==> src/rtl/seg7_pkg.sv <==
// Shared constants for the four-digit seven-segment scan driver.
// Segment encodings are {g,f,e,d,c,b,a}, active-high.
package seg7_pkg;

    localparam int NUM_DIGITS = 4;

    localparam logic [6:0] SEG_0     = 7'h3F;
    localparam logic [6:0] SEG_1     = 7'h06;
    localparam logic [6:0] SEG_2     = 7'h5B;
    localparam logic [6:0] SEG_3     = 7'h4F;
    localparam logic [6:0] SEG_4     = 7'h66;
    localparam logic [6:0] SEG_5     = 7'h6D;
    localparam logic [6:0] SEG_6     = 7'h7D;
    localparam logic [6:0] SEG_7     = 7'h07;
    localparam logic [6:0] SEG_8     = 7'h7F;
    localparam logic [6:0] SEG_9     = 7'h6F;
    localparam logic [6:0] SEG_BLANK = 7'h00;
    localparam logic [6:0] SEG_DASH  = 7'h40;

endpackage

==> src/rtl/bcd_to_seg7.sv <==
// Combinational BCD to seven-segment decoder; codes 10-15 show a dash.
module bcd_to_seg7
    import seg7_pkg::*;
(
    input  logic [3:0] bcd,
    output logic [6:0] seg
);

    // Digit lookup
    always_comb begin
        seg = SEG_DASH;
        case (bcd)
            4'd0:    seg = SEG_0;
            4'd1:    seg = SEG_1;
            4'd2:    seg = SEG_2;
            4'd3:    seg = SEG_3;
            4'd4:    seg = SEG_4;
            4'd5:    seg = SEG_5;
            4'd6:    seg = SEG_6;
            4'd7:    seg = SEG_7;
            4'd8:    seg = SEG_8;
            4'd9:    seg = SEG_9;
            default: seg = SEG_DASH;
        endcase
    end

endmodule

==> src/rtl/seg7_scan.sv <==
// Four-digit multiplexed seven-segment driver with snapshot latch and scan prescaler.
// Optional leading-zero blanking is enabled by defining SEG7_SCAN_LZB_EN.
module seg7_scan
    import seg7_pkg::*;
#(
    parameter int SCAN_DIV = 50000
) (
    input  logic        CP,
    input  logic        Rd,
    input  logic        LD,
    input  logic [15:0] bcd,
    output logic [6:0]  seg,
    output logic [3:0]  dig_sel
);

    localparam int PW = (SCAN_DIV > 1) ? $clog2(SCAN_DIV) : 1;
    localparam logic [PW-1:0] PRESC_MAX = PW'(SCAN_DIV - 1);

    logic [NUM_DIGITS-1:0][3:0] latch_r;
    logic [PW-1:0]              presc_r;
    logic [1:0]                 idx_r;
    logic [3:0]                 digit_s;
    logic [6:0]                 dec_s;
    logic [6:0]                 seg_s;
    logic                       blank_s;

    // Snapshot latch: freezes the counter value the display shows
    always_ff @(posedge CP or posedge Rd) begin
        if (Rd) begin
            latch_r <= 16'h0000;
        end else if (LD) begin
            latch_r <= bcd;
        end else begin
            latch_r <= latch_r;
        end
    end

    // Prescaler and scan index; idx moves on the prescaler wrap edge
    always_ff @(posedge CP or posedge Rd) begin
        if (Rd) begin
            presc_r <= '0;
            idx_r   <= 2'd0;
        end else if (presc_r == PRESC_MAX) begin
            presc_r <= '0;
            idx_r   <= idx_r + 2'd1;
        end else begin
            presc_r <= presc_r + PW'(1);
            idx_r   <= idx_r;
        end
    end

    bcd_to_seg7 u_dec (
        .bcd (digit_s),
        .seg (dec_s)
    );

    // Digit mux and optional blanking of leading zeros (digit 0 never blanks)
    always_comb begin
        digit_s = latch_r[idx_r];
        blank_s = 1'b0;
`ifdef SEG7_SCAN_LZB_EN
        case (idx_r)
            2'd3:    blank_s = (latch_r[3] == 4'd0);
            2'd2:    blank_s = (latch_r[3] == 4'd0) && (latch_r[2] == 4'd0);
            2'd1:    blank_s = (latch_r[3] == 4'd0) && (latch_r[2] == 4'd0) &&
                               (latch_r[1] == 4'd0);
            default: blank_s = 1'b0;
        endcase
`else
        blank_s = 1'b0;
`endif
        if (blank_s) begin
            seg_s = SEG_BLANK;
        end else begin
            seg_s = dec_s;
        end
    end

    // Output registers: segments and select always update together
    always_ff @(posedge CP or posedge Rd) begin
        if (Rd) begin
            seg     <= SEG_BLANK;
            dig_sel <= 4'b1111;
        end else begin
            seg     <= seg_s;
            dig_sel <= ~(4'b0001 << idx_r);
        end
    end

endmodule

==> config.mk <==
export PLATFORM = sky130hd
export DESIGN_NAME = seg7_scan
export DESIGN_NICKNAME = d
export VERILOG_FILES = /design/src/rtl/seg7_pkg.sv /design/src/rtl/bcd_to_seg7.sv /design/src/rtl/seg7_scan.sv
export SDC_FILE = /design/constraint.sdc
export NUM_CORES = 1
export LEC_CHECK = 0
export ABC_AREA = 1
export ABC_CLOCK_PERIOD_IN_PS = 2700
export CAP_MARGIN = 25
export CORE_UTILIZATION = 34
export DETAILED_ROUTE_END_ITERATION = 8
export HOLD_SLACK_MARGIN = 0.02
export SETUP_SLACK_MARGIN = 0.1
export SLEW_MARGIN = 20
export SYNTH_ARGS = -nofsm -noshare
export SYNTH_HDL_FRONTEND = slang
export SYNTH_SLANG_ARGS = --single-unit
==> constraint.sdc <==
create_clock -name CP -period 2.7 [get_ports CP]
set_input_delay 0.54 -clock CP [delete_from_list [all_inputs] [get_ports CP]]
set_output_delay 0.54 -clock CP [all_outputs]
set_load 0.02 [all_outputs]
* Yosys cells after proc, flatten, opt, wreduce, memory -nomap -nowiden *
Memory sizes are Yosys's and may differ from the RTL's. A register that Yosys moved wholly into a read port is not among the register bits.
Cells that the tools add are included.

word-level totals
  register bits = 38
  latch bits = 0
  bits in writable memories = 0
  ROM bits = 112
  word-level logic and storage cells = 17
  memories = 1

cells by class
  $add $sub $neg = 2
  multipliers = 0
  div/mod/pow operators = 0
  order comparisons = 1
  eq/ne operators = 1
  shift operators = 1
  multiplexer cells = 3
  bitwise gates (word level) = 1
  reduce and logical (&&, ||, !) cells = 0

memory list
  name              depth  bits a word  read ports  clocked after Yosys merged registers in  write ports  line               source
  (name not given)  16     7            1           1                                        0            bcd_to_seg7.sv:12  case (bcd)

operator list
  operator                 count
  $add A16 B1 Y16 const B  1
  $eq A16 B16 Y1 const B   1
  $mux W16                 1
  $bmux W4 S2              1
  $mux W4                  1
  $not A4 Y4               1
  $shl A1 B2 Y4 const A    1
  $lt A2 B3 Y1 const B     1
  $add A2 B1 Y2 const B    1

* Depth between registers and ports, before layout *
  depth after elaboration = 2
  depth in mapped cells = 10
  depth with buffers taken out = 10

* Modules after synthesis *
A second synthesis with hierarchy kept.

second synthesis, totals
  cells, all modules = 239
  area total of the unflattened synthesis = 2212.1 µm²

by module, submodules not included
  module       instances  cells an instance  area each (µm²)  sequential area each (µm²)
  seg7_scan    1          203                2019.4           1131.1
  bcd_to_seg7  1          36                 192.7            0.0

* Least setup slack after synthesis *
OpenSTA, ideal clock, no wires.

  path type = reg-to-reg
  start point = register idx_r[1]
  end point = register seg[3]
  setup time = 118 ps
  data arrival time = 1532 ps
  required time = 2582 ps
  slack = 1050 ps
  stages on the path, launching flop included = 10
  clock period less this slack = 1650 ps
  path through = dfrtp_1 > inv_1 > a21oi_1 > a32oi_1 > inv_1 > ha_1 > nand3_1 > nand2_1 > nand2_1 > nand2_1

between the ends
  word-level cells in the longest chain between the ends = 2

ends and longest elaborated chain
  element                        line             source
  start: declaration             seg7_scan.sv:21  logic [1:0] idx_r;
  start signal: assignment       seg7_scan.sv:45  idx_r <= idx_r + 2'd1;
  start signal: assignment       seg7_scan.sv:48  idx_r <= idx_r;
  $bmux W4 S2                    seg7_scan.sv:59  digit_s = latch_r[idx_r];
  $mux W4 (implied by the code)  seg7_scan.sv:59
  end: declaration               seg7_scan.sv:12  output logic [6:0] seg,

Every way passes these cells. The select of a mux whose other input is x is not followed.
A chain may end at the register's enable or synchronous reset.

* Worst setup path after layout *
  start point = register idx_r[0]
  end point = register seg[3]

The elaborated chain is that of the path after synthesis.

==> impl_metrics.yaml <==
run_status:
  status: "finished clean"
final_layout:
  final_core_util: 0.433
  final_nets: 304
  n_antenna_cell: 0
  postLayoutCellArea_um2: 2750
  layout_common_cells: "65 x nand2_1, 41 x dfrtp_1, 29 x clkdlybuf4s50_1"
  syn2layout_area_growth_pct: 23.6
  mostFrequentLayoutCell: "nand2_1"
  drive_above_1_share: 0.153
sta:
  fin_skew_ns: 0.00845
  worstMarginPinSlew_ns: 0.740
  finalMaxSlewViolations: 0
  relSlewSlack: 0.504
  setup_tns_ns: 0
  clock.fmax_mhz: 504
  rsz0062_at_grt: "no"
  finalSetupViolations: 0
  hold_viol: 0
  setup_slack_ns: 0.717
  final.period_utilization: 0.734
  period_needed_ns: 1.98
  whs_ns: 0.492
yosys:
  ys_ff_latch: 45
  synth_top_family_by_area: "simple AND/OR/NAND/NOR gates"
  synth_xor_area_frac: 0.0433
  synth_area_um2: 2220
  synthSimpleGateAreaFrac: 0.237
  syn_inst: 238
  avgSynthCellArea_um2: 9.35
  synth_compound_area_frac: 0.0264
  ys_seq_area_frac: 0.508
  muxShareOfSynthArea: 0.0658
  synth_warnings: 0
  yosys.area_share.adder: 0.0619
  ys_types: 27
  syn_nets: 268
cts:
  clock_latency_ns: 0.31
  cts_tree: "built"
  cts_buffers: 5
  clk_root_buffer_cell: "clkbuf_8"
  cts_buffer_depth: 2
  post_cts_buffers: 0
  clk_pin_slew_ns: 0.09
  clock-sinks: 45
  cts.repair.resized: 0
  htreeDepth: 2
  hold_buffers: 0
global_routing:
  grt_use_total: 0.128
  grt_antenna_before_repair: 0
  grt_first_pass_wirelength_mm: 7.07
  overflow: 0
  grt_pass1_vias: 1533
  grt_max_degree: 23
floorplan:
  die_h_um: 82.9
  die_area_um2: 6870
  ios: 30
  start_util: 0.350
  fp.dieW_um: 82.9
  rows: 29
  fp.coreArea_um2: 6350
detailed_routing:
  drt_iter0_markers: 102
  via_per_inst: 4.38
  detail-route-antenna-nets: 0
  drtPass1Iterations: 4
  wirelength_mm: 3.90
  drc_errors: 0
  wl_per_cell_um: 11.1
  vias: 1542
setup_path:
  critPathArrivalTime_ns: 2.19
  crit_fanout: 15
  critPathRequiredTime_ns: 2.91
  path_common_cell: "nand2_1"
  worst-path-buf-inv: 2
  crit_chain: "inv_2 -> nand2_1 -> a32oi_1 -> inv_1 -> ha_1 -> nand3_1 -> nand2_1 -> nand2_1 -> nand2_1"
  crit_path_start_kind: "register"
  cp_slowest_cell: "dfrtp_1"
  crit_type: "reg -> reg"
  path_delay_family: "flip-flops"
  cpPeakStageDelay_ns: 0.56
  end_kind: "register"
place:
  portBuffers: 29
  place_area_um2: 2610
  place.gp.congestion: 0.857
  pre_cts_ws_ns: 0.701
  dp_hpwl_mm: 2.97
min_path:
  hp-class: "reg -> reg"
power_and_ir_drop:
  max-vdd-ir-drop_mv: 0.269
  p_leak_nw: 1.29
  pwr_density_cell_nw_per_um2: 560
flow_run:
  max-cap-violations: 0
power by group:
part	total [W]	switching [W]	internal, W
sequential	0.000731	0.0000178	0.000713
clock	0.000623	0.000250	0.000373
combinational	0.000185	0.0000919	0.0000930
total	0.00154	0.000360	0.00118
per-layer routing:
layer  up-vias  wire length [um]  global-route usage  part of all wire
li1        805                 -                   -                 -
met1       709              2040               0.175              0.52
met2        22              1690               0.194              0.43
met3         6               103              0.0308             0.026
met4         0                68              0.0517             0.017
met5         -                 0                   0                 0
sequential cells by signal, summed over array words and instances (netlist names):
name and flops:
latch_r 16, idx_r 2, presc_r 16, seg 7, dig_sel 4
layout make-up:
type                            instances  area (um^2)
Fill cell                             634         3600
Sequential cell                        45         1130
Multi-Input combinational cell        162          967
Timing Repair Buffer                   32          313
Inverter                               28          105
Tap cell                               77         96.3
Clock buffer                            5         68.8
Clock inverter                          3         68.8
synth_stat cells:
cell | instances | area, um^2
nand3_1 | 10 | 50.1
nand3_2 | 4 | 40.0
nand3b_1 | 2 | 15.0
inv_2 | 1 | 3.75
o21ai_1 | 1 | 5.00
a32oi_1 | 1 | 8.76
xor2_1 | 10 | 87.6
inv_1 | 27 | 101
nand4_1 | 1 | 6.26
nor2_2 | 1 | 6.26
ha_1 | 11 | 138
dfrtp_1 | 41 | 1030
buf_2 | 2 | 10.0
nand2_2 | 3 | 18.8
nor2_1 | 26 | 97.6
a21oi_1 | 1 | 5.00
a31oi_1 | 1 | 6.26
dfstp_2 | 4 | 105
mux2_2 | 13 | 146
nor3_2 | 1 | 10.0
nor2_4 | 3 | 33.8
and2_1 | 1 | 6.26
xnor2_1 | 1 | 8.76
buf_6 | 1 | 11.3
o21ai_0 | 5 | 25.0
o21ai_2 | 1 | 8.76
nand2_1 | 65 | 244
logic make-up (layout without fill, tap and decap cells):
kind of cell / Yosys count / count (layout)
simple gates: 117 / 117
fa+ha+maj: 11 / 11
compound gates: 10 / 10
buf+inv: 31 / 68
xor+xnor: 11 / 11
flops: 45 / 45
mux: 13 / 13
per-stage QoR:
stage          total power (W)  cells
2_1_floorplan         0.000848    238
3_3_place_gp          0.000931    344
3_5_place_dp          0.000933    344
4_1_cts                0.00155    352
5_1_grt                0.00160    352
6_report               0.00154    352
path summary, 6_finish.rpt:
check,slack [ns],start,endpoint,depth (start not counted)
worst max-delay path,0.72,idx_r[0],seg[3],9
worst min-delay path,0.49,presc_r[0],presc_r[0],1
worst max register to register,0.72,idx_r[0],seg[3],9
worst min register to register,0.49,presc_r[0],presc_r[0],1
max in group asynchronous,1.49,Rd,idx_r[1],3
min in group asynchronous,0.57,Rd,presc_r[9],2
worst reg2reg max path, cell delays in order (launching register included):
cell     delay, ns
dfrtp_1       0.56
inv_2         0.22
nand2_1       0.07
a32oi_1       0.31
inv_1         0.16
ha_1          0.31
nand3_1       0.10
nand2_1       0.06
nand2_1       0.05
nand2_1       0.04
Power figures use the tool's default switching activity.
